File: config.mk
export PLATFORM = sky130hd
export DESIGN_NAME = frac_baud_generator
export DESIGN_NICKNAME = d
export VERILOG_FILES = /design/src/rtl/frac_baud_generator.sv
export SDC_FILE = /design/constraint.sdc
export NUM_CORES = 1
export LEC_CHECK = 0
export ABC_CLOCK_PERIOD_IN_PS = 4400
export BUFFER_PORTS_ARGS = -buffer_cell sky130_fd_sc_hd__buf_4
export CORE_ASPECT_RATIO = 0.9
export CORE_UTILIZATION = 55
export CTS_CLUSTER_SIZE = 16
export DETAILED_ROUTE_END_ITERATION = 16
export GPL_ROUTABILITY_DRIVEN = 0
export MAX_ROUTING_LAYER = met4
export PLACE_DENSITY = 0.79
export SLEW_MARGIN = 20
export SYNTH_ARGS = -nofsm -noshare
export SYNTH_HDL_FRONTEND = slang
export SYNTH_SLANG_ARGS = --single-unit
File: constraint.sdc
create_clock -name clk -period 4.4 [get_ports clk]
set_input_delay 0 -clock clk [delete_from_list [all_inputs] [get_ports clk]]
set_output_delay 0 -clock clk [all_outputs]
set_load 0.005 [all_outputs]
File: src/rtl/frac_baud_generator.sv
// ---------------------------------------------------------------------------
// frac_baud_generator
//
// Fractional baud-rate generator for a UART. A period counter produces
// rxTick at OVERSAMPLE x baud; the period alternates between divInt and
// divInt+1 clocks under control of a fractional accumulator so the average
// period is divInt + divFrac/2^FRAC_WIDTH clocks with no long-term drift.
// Two phase counters divide rxTick down to the receive mid-bit sample
// strobe (rxSample) and the transmit bit strobe (txTick).
//
// Ports
//   clk       : single clock, rising edge
//   reset     : synchronous, active-high reset
//   enable    : runs the generator; low holds all counters at zero
//   load      : one-cycle strobe capturing divInt/divFrac into shadow regs
//   divInt    : integer clocks per rxTick (values below 2 are clamped to 2)
//   divFrac   : fractional clocks per rxTick, in 1/2^FRAC_WIDTH units
//   rxSync    : zeroes the receive phase (start-bit alignment)
//   txSync    : zeroes the transmit phase
//   rxTick    : one-cycle pulse at OVERSAMPLE x baud
//   rxSample  : one-cycle pulse at the mid-bit sample point
//   txTick    : one-cycle pulse at the baud rate
//   cfgErr    : sticky flag, an illegal divisor was loaded
// ---------------------------------------------------------------------------
module frac_baud_generator #(
    parameter int DIV_WIDTH        = 16,
    parameter int FRAC_WIDTH       = 4,
    parameter int OVERSAMPLE       = 16,
    parameter int DEFAULT_DIV_INT  = 27,
    parameter int DEFAULT_DIV_FRAC = 0
) (
    input  logic                  clk,
    input  logic                  reset,
    input  logic                  enable,
    input  logic                  load,
    input  logic [DIV_WIDTH-1:0]  divInt,
    input  logic [FRAC_WIDTH-1:0] divFrac,
    input  logic                  rxSync,
    input  logic                  txSync,
    output logic                  rxTick,
    output logic                  rxSample,
    output logic                  txTick,
    output logic                  cfgErr
);

    localparam int PHASE_WIDTH = $clog2(OVERSAMPLE);
    localparam int RESET_INT   = (DEFAULT_DIV_INT < 2) ? 2 : DEFAULT_DIV_INT;

    localparam logic [DIV_WIDTH-1:0]   MIN_DIV        = DIV_WIDTH'(2);
    localparam logic [DIV_WIDTH-1:0]   RESET_DIV_INT  = DIV_WIDTH'(RESET_INT);
    localparam logic [FRAC_WIDTH-1:0]  RESET_DIV_FRAC = FRAC_WIDTH'(DEFAULT_DIV_FRAC);
    localparam logic [PHASE_WIDTH-1:0] PHASE_LAST     = PHASE_WIDTH'(OVERSAMPLE - 1);
    localparam logic [PHASE_WIDTH-1:0] PHASE_PRE_MID  = PHASE_WIDTH'(OVERSAMPLE / 2 - 1);

    logic [DIV_WIDTH-1:0]   shadowInt_q, shadowInt_d;
    logic [FRAC_WIDTH-1:0]  shadowFrac_q, shadowFrac_d;
    logic [DIV_WIDTH-1:0]   activeInt_q, activeInt_d;
    logic [FRAC_WIDTH-1:0]  activeFrac_q, activeFrac_d;
    logic [DIV_WIDTH-1:0]   cnt_q, cnt_d;
    logic [FRAC_WIDTH-1:0]  fracAcc_q, fracAcc_d;
    logic                   carry_q, carry_d;
    logic                   run_q, run_d;
    logic [PHASE_WIDTH-1:0] rxPhase_q, rxPhase_d;
    logic [PHASE_WIDTH-1:0] txPhase_q, txPhase_d;
    logic                   rxTick_q, rxTick_d;
    logic                   rxSample_q, rxSample_d;
    logic                   txTick_q, txTick_d;
    logic                   cfgErr_q, cfgErr_d;

    logic [DIV_WIDTH:0]     periodLast;
    logic [FRAC_WIDTH:0]    fracSum;
    logic                   terminal;

    // Shadow divisor capture. A divisor below 2 cannot produce a one-cycle
    // pulse followed by a low cycle, so it is clamped and flagged instead.
    always_comb begin
        shadowInt_d  = shadowInt_q;
        shadowFrac_d = shadowFrac_q;
        cfgErr_d     = cfgErr_q;
        if (load) begin
            shadowFrac_d = divFrac;
            if (divInt < MIN_DIV) begin
                shadowInt_d = MIN_DIV;
                cfgErr_d    = 1'b1;
            end else begin
                shadowInt_d = divInt;
            end
        end
    end

    // The last count of the current period is activeInt-1, stretched by one
    // when the previous tick overflowed the fractional accumulator. The extra
    // bit keeps activeInt = 2^DIV_WIDTH-1 plus carry from wrapping.
    assign periodLast = {1'b0, activeInt_q} + (DIV_WIDTH + 1)'(carry_q) - (DIV_WIDTH + 1)'(1);
    assign fracSum    = {1'b0, fracAcc_q} + {1'b0, activeFrac_q};
    assign terminal   = enable && run_q && ({1'b0, cnt_q} == periodLast);

    // Period counter, fractional accumulator and phase dividers. run_q marks
    // that enable was already high on the previous edge; the edge that first
    // sees enable only arms the counter, so the first tick lands activeInt
    // edges later. The active divisor follows the shadow (including a load
    // on this same edge) only at period boundaries or while idle, so a load
    // never reshapes a period already in progress. Sync inputs override the
    // phase update of a coincident tick and suppress its derived strobe.
    always_comb begin
        cnt_d        = cnt_q;
        fracAcc_d    = fracAcc_q;
        carry_d      = carry_q;
        run_d        = run_q;
        activeInt_d  = activeInt_q;
        activeFrac_d = activeFrac_q;
        rxPhase_d    = rxPhase_q;
        txPhase_d    = txPhase_q;
        rxTick_d     = 1'b0;
        rxSample_d   = 1'b0;
        txTick_d     = 1'b0;

        if (!enable) begin
            cnt_d        = '0;
            fracAcc_d    = '0;
            carry_d      = 1'b0;
            run_d        = 1'b0;
            rxPhase_d    = '0;
            txPhase_d    = '0;
            activeInt_d  = shadowInt_d;
            activeFrac_d = shadowFrac_d;
        end else begin
            run_d = 1'b1;
            if (!run_q) begin
                cnt_d = '0;
            end else if (terminal) begin
                cnt_d        = '0;
                rxTick_d     = 1'b1;
                fracAcc_d    = fracSum[FRAC_WIDTH-1:0];
                carry_d      = fracSum[FRAC_WIDTH];
                activeInt_d  = shadowInt_d;
                activeFrac_d = shadowFrac_d;
                rxPhase_d    = rxPhase_q + PHASE_WIDTH'(1);
                txPhase_d    = txPhase_q + PHASE_WIDTH'(1);
                rxSample_d   = (rxPhase_q == PHASE_PRE_MID);
                txTick_d     = (txPhase_q == PHASE_LAST);
            end else begin
                cnt_d = cnt_q + DIV_WIDTH'(1);
            end

            if (rxSync) begin
                rxPhase_d  = '0;
                rxSample_d = 1'b0;
            end
            if (txSync) begin
                txPhase_d = '0;
                txTick_d  = 1'b0;
            end
        end
    end

    // State register. Reset restores the default divisor in both the shadow
    // and the active copy and silences every output on the following cycle.
    always_ff @(posedge clk) begin
        if (reset) begin
            shadowInt_q  <= RESET_DIV_INT;
            shadowFrac_q <= RESET_DIV_FRAC;
            activeInt_q  <= RESET_DIV_INT;
            activeFrac_q <= RESET_DIV_FRAC;
            cnt_q        <= '0;
            fracAcc_q    <= '0;
            carry_q      <= 1'b0;
            run_q        <= 1'b0;
            rxPhase_q    <= '0;
            txPhase_q    <= '0;
            rxTick_q     <= 1'b0;
            rxSample_q   <= 1'b0;
            txTick_q     <= 1'b0;
            cfgErr_q     <= 1'b0;
        end else begin
            shadowInt_q  <= shadowInt_d;
            shadowFrac_q <= shadowFrac_d;
            activeInt_q  <= activeInt_d;
            activeFrac_q <= activeFrac_d;
            cnt_q        <= cnt_d;
            fracAcc_q    <= fracAcc_d;
            carry_q      <= carry_d;
            run_q        <= run_d;
            rxPhase_q    <= rxPhase_d;
            txPhase_q    <= txPhase_d;
            rxTick_q     <= rxTick_d;
            rxSample_q   <= rxSample_d;
            txTick_q     <= txTick_d;
            cfgErr_q     <= cfgErr_d;
        end
    end

    assign rxTick   = rxTick_q;
    assign rxSample = rxSample_q;
    assign txTick   = txTick_q;
    assign cfgErr   = cfgErr_q;

endmodule

* After elaboration in Yosys (flattened, before gate mapping) *
Cells that the tools add are included.

word-level totals
  bits in latches = 0
  memories = 0
  bits in registers = 74
  output and inout port bits = 4
  ROM bits = 0
  RAM bits = 0

cells by class
  $lt $le $gt $ge = 1
  $mul = 0
  reductions and logical operators = 12
  bitwise logic cells = 3
  equal/unequal tests = 5
  multiplexer cells = 11
  shift operators = 0
  div/mod/pow operators = 0
  add/sub/neg operators = 6

operators with widths
  cell                     count
  $mux W16                 5
  $add A16 B1 Y17          1
  $eq A16 B17 Y1           1
  $sub A17 B1 Y17 const B  1
  $add A16 B1 Y16 const B  1
  $lt A16 B2 Y1 const B    1
  $mux W4                  4
  $reduce_or A5 Y1         2
  $reduce_or A3 Y1         3
  $add A4 B1 Y4 const B    2
  $reduce_and A2 Y1        3
  $add A4 B4 Y5            1
  $eq A4 B3 Y1 const B     1
  $eq A4 B4 Y1 const B     1
  $ne A2 B1 Y1 const B     2
  $reduce_or A4 Y1         1
  $not A1 Y1               3
  $logic_and A1 B1 Y1      2
  $mux W1                  2
  $reduce_or A2 Y1         1

* Depth between registers and ports, before layout *
Gate-level depths: netlist (run 1).

  depth after elaboration = 7
  depth in mapped cells = 12
  gate-level depth less buffers = 10

* Worst setup path after synthesis (run 1) *
No wires, ideal clock.

  path kind = register to register
  start = reg activeInt_q[0]
  end = reg activeInt_q[14]
  clock period less this slack = 3.051 ns
  required time = 4.279 ns
  data arrival time = 2.930 ns
  setup slack = 1.349 ns
  stages on the path, launching flop included = 12
  library setup time = 0.121 ns
  buffers on the path = 1
  path through = dfxtp_1 > inv_1 > ha_1 > ha_1 > or3b_2 > clkbuf_1 > o41ai_1 > o21ai_1 > a2111oi_1 > nand3_1 > o21ai_2 > mux2_2

on the way
  cells in the longest elaborated chain, start to end = 6

ends and longest elaborated chain
  what                         RTL line  RTL
  start: declaration           57        logic [DIV_WIDTH-1:0] activeInt_q, activeInt_d;
  start signal: assignment     178       activeInt_q <= activeInt_d;
  $add A16 B1 Y17              94        assign periodLast = {1'b0, activeInt_q} + (DIV_WIDTH + 1)'(carry_q) - (DIV_WIDTH + 1)'(1);
  $sub A17 B1 Y17              94
  $eq A16 B17 Y1               96        assign terminal = enable && run_q && ({1'b0, cnt_q} == periodLast);
  $logic_and A1 B1 Y1          96
  $ne A2 B1 Y1 (no line)       -
  $reduce_and A2 Y1 (no line)  -

No other way between the ends.
A chain may end at the register's enable or synchronous reset.

* Final worst setup path (run 1) *
Ends and elaborated chain as after synthesis.

==> key figures, run 1 <==
Outcome
  • Status: completed

GRT
  • First-pass GRT wire length: 14.2 mm
  • Overflow after GRT: 0
  • GRT Total Usage: 0.274
  • Number of global-route vias before repair: 3105
  • Largest net degree at the start of global routing: 25
  • Antenna violations before repair: 0

Setup path
  • CP Launch Type: register
  • Worst Setup EP: activeInt_q[14]
  • Critical Path Start: activeInt_q[0]
  • Worst Path Arrival: 3960 ps
  • Worst-case reg-to-reg path depth: 10
  • Worst-path maximum fanout: 8
  • FF-to-FF Start: activeInt_q[0]
  • CP Class: register to register
  • Reg2Reg Setup Slack: 680 ps
  • Worst reg2reg path endpoint: activeInt_q[14]
  • Crit. End Element: register
  • Req. time, crit path: between 4000 and 5000 ps

Min path
  • Hold WC Path Type: primary input to register

Power and ir drop
  • LEAKAGE: 1.64 nW
  • Maximum vdd drop: 283 uV
  • Power Dens Cells: 331 nW/um^2

STA
  • Period utilization: 0.845
  • Fin crit period: about 3700 ps
  • Final Hold Fails: 0
  • Skew final: 6.88 ps
  • Final setup violation count: 0
  • Peak Freq: 269 MHz
  • RSZ-0062 raised after global routing: no
  • TNS Setup: 0 ps
  • Worst-margin pin slew: 881 ps
  • Slew Limit Fails: 0
  • Relative slew slack: 0.407

Place
  • # port buffers: 29
  • DP Cell Count: 488
  • DP HPWL: 5.69 mm

Flow run
  • Number of max-cap violations: 0

Die
  • Boundary Pins: 30
  • Die height: approximately 80 um
  • Row count: 27
  • Die Width: 87.6 um
  • Initial core utilization: 0.581
  • Core area: 6250 um^2
  • Die ar.: just under 7000 um^2

Cells and area
  • Final #Nets: 471
  • Finished Layout Cells: 527
  • Area grow syn2layout: 18.9%
  • Filler cells: 488
  • Share of layout cells above drive strength 1: 0.136
  • Number of diodes: 0

Route
  • Routed vias: 3099
  • First drt pass iteration count: 5
  • DR DRC count: 0
  • Antenna Nets Post-Route: 0
  • Initial DRC count: approximately 180
  • Via density per instance: 5.88
  • Average wire per standard cell: ~16 um
  • Drt total wl: 8.22 mm

Synth
  • Syn Nets: between 400 and 500
  • Post-synth ARST share: 0
  • Cell count after synthesis: slightly below 400
  • Seq cells post-synth: between 70 and 80
  • Main synth FF type: dfxtp_1
  • Sequential area share after synthesis: 0.408
  • Netlist cell types: 66
  • Syn. warnings: 0
  • Post-synth EDFFs: 0
  • Mapped cell area: 3630 um^2
  • Synthesized area per cell: 9.35 um^2

Clock tree
  • CTS tree: built
  • Clock-pin slew on the worst setup and hold paths: 80 ps
  • Max clock buf depth: 2
  • CTS sink count: between 70 and 80
  • Post_cts resized: 0
  • Num CTS Buffers: 9
  • Clock root buffer: clkbuf_8
  • Worst-Skew Late Latency: around 350 ps
  • Post-CTS setup buffer count: 0
  • H-tree depth: 3
[metal layers]
metal  up-vias  wire [um]  GRT usage
met4         0        161     0.0803
li1       1517          -          -
met3        23        428     0.0655
met2       100       4060      0.465
met1      1459       3580      0.323
met5         -          0          -
[synthesized netlist by cell type (all sizes together), types with 7 or more instances]
master	count	area share
buf	8	0.014
nor2b	7	0.012
ha	9	0.031
nand3	12	0.017
nor4	7	0.012
xor2	16	0.039
inv	10	0.010
o21ai	10	0.015
nor2	45	0.047
clkbuf	10	0.010
nand2	20	0.021
a21oi	7	0.011
nand4	13	0.024
o22a	14	0.034
mux2i	21	0.058
nor3	9	0.012
xnor2	17	0.041
dfxtp	74	0.41
[worst min-delay path by stage]
| stage | startpoint | endpoint | slack (ps) | cells after the start |
|---|---|---|---|---|
| 3_3_place_gp | rxSync | rxSample | 270 | 3 |
| 2_1_floorplan | reset | shadowInt_q[3] | 120 | 1 |
| 3_5_place_dp | divInt[4] | shadowInt_q[4] | 270 | 2 |
| 5_1_grt | divInt[0] | shadowInt_q[0] | 30 | 3 |
| 6_report | divInt[0] | shadowInt_q[0] | 20 | 3 |
| 4_1_cts | divInt[0] | shadowInt_q[0] | 5 | 3 |
[critical path, stage by stage, from the launching register on]
cell	delay [ps]
dfxtp_1	300
inv_1	70
ha_1	200
ha_1	290
or3b_2	550
o41ai_1	430
o21ai_1	130
a2111oi_1	460
nand3_1	320
o21ai_2	470
mux2_2	390
[registers in the layout, indices dropped and copies added (netlist names)]
name,cells
activeInt_q,16
cnt_q,16
shadowInt_q,16
activeFrac_q,4
fracAcc_q,4
rxPhase_q,4
shadowFrac_q,4
txPhase_q,4
carry_q,1
cfgErr,1
run_q,1
rxSample,1
rxTick,1
txTick,1
[cells by family (layout without fill, tap and decap cells)]
family / after synthesis / in the layout / share of synthesized area
xor+xnor: 33 / 33 / 0.0796
simple gates: 146 / 146 / 0.216
buf+inv: 29 / 81 / 0.0362
mux: 24 / 24 / 0.0672
compound gates: 72 / 72 / 0.156
fa+ha+maj: 10 / 10 / 0.0365
flops: 74 / 74 / 0.408
[report_power, final]
group | leakage (nW) | total [W] | internal, W | switching (W)
registers | 0.606 | 0.000724 | 0.000697 | 0.0000269
logic | 0.935 | 0.000176 | 0.0000855 | 0.0000906
clock network | 0.103 | 0.000527 | 0.000278 | 0.000249
total | 1.64 | 0.00143 | 0.00106 | 0.000367
[area by class of cell]
cell class	count	area [um^2]	share of cell area
repair buffers	54	463	0.107
well taps	87	109	0.0252
multi-input cells	285	2020	0.468
clock inverters	6	65.1	0.0151
clock buffers	10	138	0.0319
flip-flops and latches	74	1480	0.343
inverters	11	41.3	0.00957
[placed cells by master (no fill, tap or decap), types with 14 or more instances in the layout]
| cell type | netlist | layout |
|---|---|---|
| dlygate4sd3_1 | 0 | 23 |
| buf_4 | 0 | 31 |
| nand2_1 | 20 | 20 |
| dfxtp_1 | 74 | 74 |
| o22a_1 | 14 | 14 |
| xor2_1 | 16 | 16 |
| mux2i_1 | 21 | 21 |
| xnor2_1 | 17 | 17 |
| nor2_1 | 45 | 45 |
[stage by stage]
stage | util | area (um^2) | setup slack, ps | total power [W] | hold WS, ps
after floorplan | - | 3630 | 1350 | 0.000844 | 118
after global placement | 0.621 | 3880 | 842 | 0.000888 | 273
after detailed placement | 0.621 | 3880 | 780 | 0.000894 | 273
after CTS | 0.690 | 4310 | 762 | 0.00144 | 5.41
after global routing | 0.690 | 4310 | 485 | 0.00149 | 26.0
final | 0.690 | 4310 | 680 | 0.00143 | 16.3
[what timing repair did]
| action | CTS | global route |
|---|---|---|
| hold endpoints to repair | 32 | 0 |
| hold buffers | 23 | 0 |
| endpoints found under the setup margin | 0 | 0 |
Note: power is estimated with default switching activity, not from simulation.
==> inputs of run 2 (changes only) <==
--- a/config.mk
+++ b/config.mk
@@ -5,7 +5,7 @@
 export SDC_FILE = /design/constraint.sdc
 export NUM_CORES = 1
 export LEC_CHECK = 0
-export ABC_CLOCK_PERIOD_IN_PS = 4400
+export ABC_CLOCK_PERIOD_IN_PS = 3600
 export BUFFER_PORTS_ARGS = -buffer_cell sky130_fd_sc_hd__buf_4
 export CORE_ASPECT_RATIO = 0.9
 export CORE_UTILIZATION = 55
==> constraint.sdc (replaced) <==
create_clock -name clk -period 3.6 [get_ports clk]
set_input_delay 0 -clock clk [delete_from_list [all_inputs] [get_ports clk]]
set_output_delay 0 -clock clk [all_outputs]
set_load 0.005 [all_outputs]
==> key figures, run 2 (same netlist as run 1, synthesis figures left out) <==
Setup path
  • Worst-path maximum fanout: 6 (-2)
  • Worst reg2reg path endpoint: carry_q
  • CP Class: register to register
  • Worst Path Arrival: 3570 ps (-390 ps)
  • Worst-case reg-to-reg path depth: 9 (-1)
  • FF-to-FF Start: activeInt_q[0]
  • Req. time, crit path: 3880 ps (-760 ps)
  • Crit. End Element: register
  • Reg2Reg Setup Slack: 310 ps (-370 ps)
  • CP Launch Type: register

Min path
  • Hold Path Depth: 2 (-1)
  • Hold WC Path Type: primary input to register
  • Hold EP: cfgErr
  • Hold path startpoint: reset

Route
  • DR DRC count: 0 (unchanged)
  • First drt pass iteration count: 4 (-1)
  • Average wire per standard cell: 16.0 um (+2.5%)
  • Via density per instance: 5.89 (+0.12%)
  • Drt total wl: 8.51 mm (+3.5%)
  • Initial DRC count: 225 (+23%)
  • Antenna Nets Post-Route: 0 (unchanged)
  • Routed vias: 3132 (+1.1%)

STA
  • Slew Limit Fails: 0 (unchanged)
  • Worst-margin pin slew: 750 ps (-130 ps)
  • Peak Freq: 304 MHz (+13%)
  • Skew final: 9.08 ps (+2.20 ps)
  • RSZ-0062 raised after global routing: no
  • Period utilization: 0.914 (+0.0686)
  • Fin crit period: 3290 ps (-430 ps)
  • Final setup violation count: 0 (unchanged)
  • Final Hold Fails: 0 (unchanged)
  • Relative slew slack: 0.495 (+0.0877)
  • TNS Setup: 0 ps (unchanged)

Die
  • Initial core utilization: 0.581 (unchanged)
  • Die height: 79.1 um (unchanged)
  • Row count: 27 (unchanged)
  • Die Width: 87.6 um (unchanged)
  • Core area: 6250 um^2 (unchanged)
  • Die ar.: 6930 um^2 (unchanged)
  • Boundary Pins: 30 (unchanged)

Power and ir drop
  • Power Dens Cells: 444 nW/um^2 (+34%)
  • Maximum vdd drop: 308 uV (+8.7%)
  • Final Power: 0.00196 W (+38%)
  • LEAKAGE: 1.70 nW (+3.3%)

Cells and area
  • Top flop regs: activeInt_q (16), cnt_q (16), shadowInt_q (16)
  • Leading cell type in the layout, fill and taps excluded: dfxtp_1
  • Final #Nets: 476 (+1.1%)
  • Number of diodes: 0 (unchanged)
  • Most frequent cells in the layout: 74 x dfxtp_1, 45 x nor2_1, 37 x buf_4
  • Area grow syn2layout: 21.9%
  • Filler cells: 480 (-1.6%)
  • Share of layout cells above drive strength 1: 0.153 (+0.0164)

Place
  • DP HPWL: 5.66 mm (-0.59%)
  • # port buffers: 29 (unchanged)

Outcome
  • Status: completed

GRT
  • Number of global-route vias before repair: 3029 (-2.4%)
  • Overflow after GRT: 0 (unchanged)
  • GRT Total Usage: 0.277 (+0.00272)
  • First-pass GRT wire length: 14.3 mm (+0.39%)
  • Largest net degree at the start of global routing: 25 (unchanged)
  • Antenna violations before repair: 0 (unchanged)

Clock tree
  • Clock-pin slew on the worst setup and hold paths: 70 ps (about the same)
  • CTS tree: built
  • CTS sink count: 74 (unchanged)
  • Worst-Skew Late Latency: 350 ps (about the same)
  • Num CTS Buffers: 9 (unchanged)
  • H-tree depth: 3 (unchanged)
  • Clock root buffer: clkbuf_8
  • Max clock buf depth: 2 (unchanged)

Flow run
  • Number of max-cap violations: 0 (unchanged)
==> run 2: layer usage <==
layer | part of all wire | track usage
met1 | 0.44 | 0.330
met2 | 0.50 | 0.459
met3 | 0.046 | 0.0748
met4 | 0.015 | 0.0803
met5 | 0 | -
==> run 2: worst max-delay path by stage <==
stage                     slack, ps               to  cells after the start           start
after floorplan                 550  activeInt_q[14]                     11  activeInt_q[0]
after global placement          320  activeFrac_q[0]                     10  activeInt_q[0]
final                           310          carry_q                      9  activeInt_q[0]
after CTS                       160  activeInt_q[15]                     10  activeInt_q[0]
after detailed placement        220  activeInt_q[15]                     10  activeInt_q[0]
after global routing             70     rxPhase_q[3]                      9  activeInt_q[0]
==> run 2: what timing repair did <==
item                       in CTS  in global routing
setup buffers                   0                  0
hold buffers                   22                  0
hold endpoints to repair       28                  0
setup endpoints to repair       0                 32
gates resized for setup         0                  3
==> run 2: final cells by class <==
cell class	instances	area [um^2]	share of cell area
multi-input combinational	285	2030	0.459
sequential	74	1480	0.335
timing repair buffer	59	498	0.113
clock inverter	6	138	0.0311
clock buffer	10	128	0.0289
tap	87	109	0.0246
inverter	11	41.3	0.00934
==> run 2: through the flow <==
stage | instance area, um^2 | worst slack (ps) | hold WS, ps | instances | utilization
6_report | 4420 | 309 | 48.5 | 532 | 0.708
5_1_grt | 4420 | 70.6 | 47.2 | 532 | 0.708
4_1_cts | 4410 | 155 | 16.2 | 532 | 0.706
3_5_place_dp | 3930 | 217 | 269 | 494 | 0.628
3_3_place_gp | 3930 | 323 | 264 | 494 | 0.628
2_1_floorplan | 3630 | 549 | 118 | 388 | -
==> run 2: critical path, cell delays in order, from the launching register on <==
cell and delay [ps]:
dfxtp_1 300, inv_1 60, ha_1 210, or4b_1 580, or4_1 550, a21o_1 210, a221oi_2 300, nand4_2 280
nor3b_4 480, mux2i_1 240
==> run 2: power by group <==
| group | switching [W] | total, W | internal (W) |
|---|---|---|---|
| logic | 0.000114 | 0.000223 | 0.000108 |
| clock network | 0.000323 | 0.000857 | 0.000535 |
| registers | 0.0000310 | 0.000883 | 0.000852 |
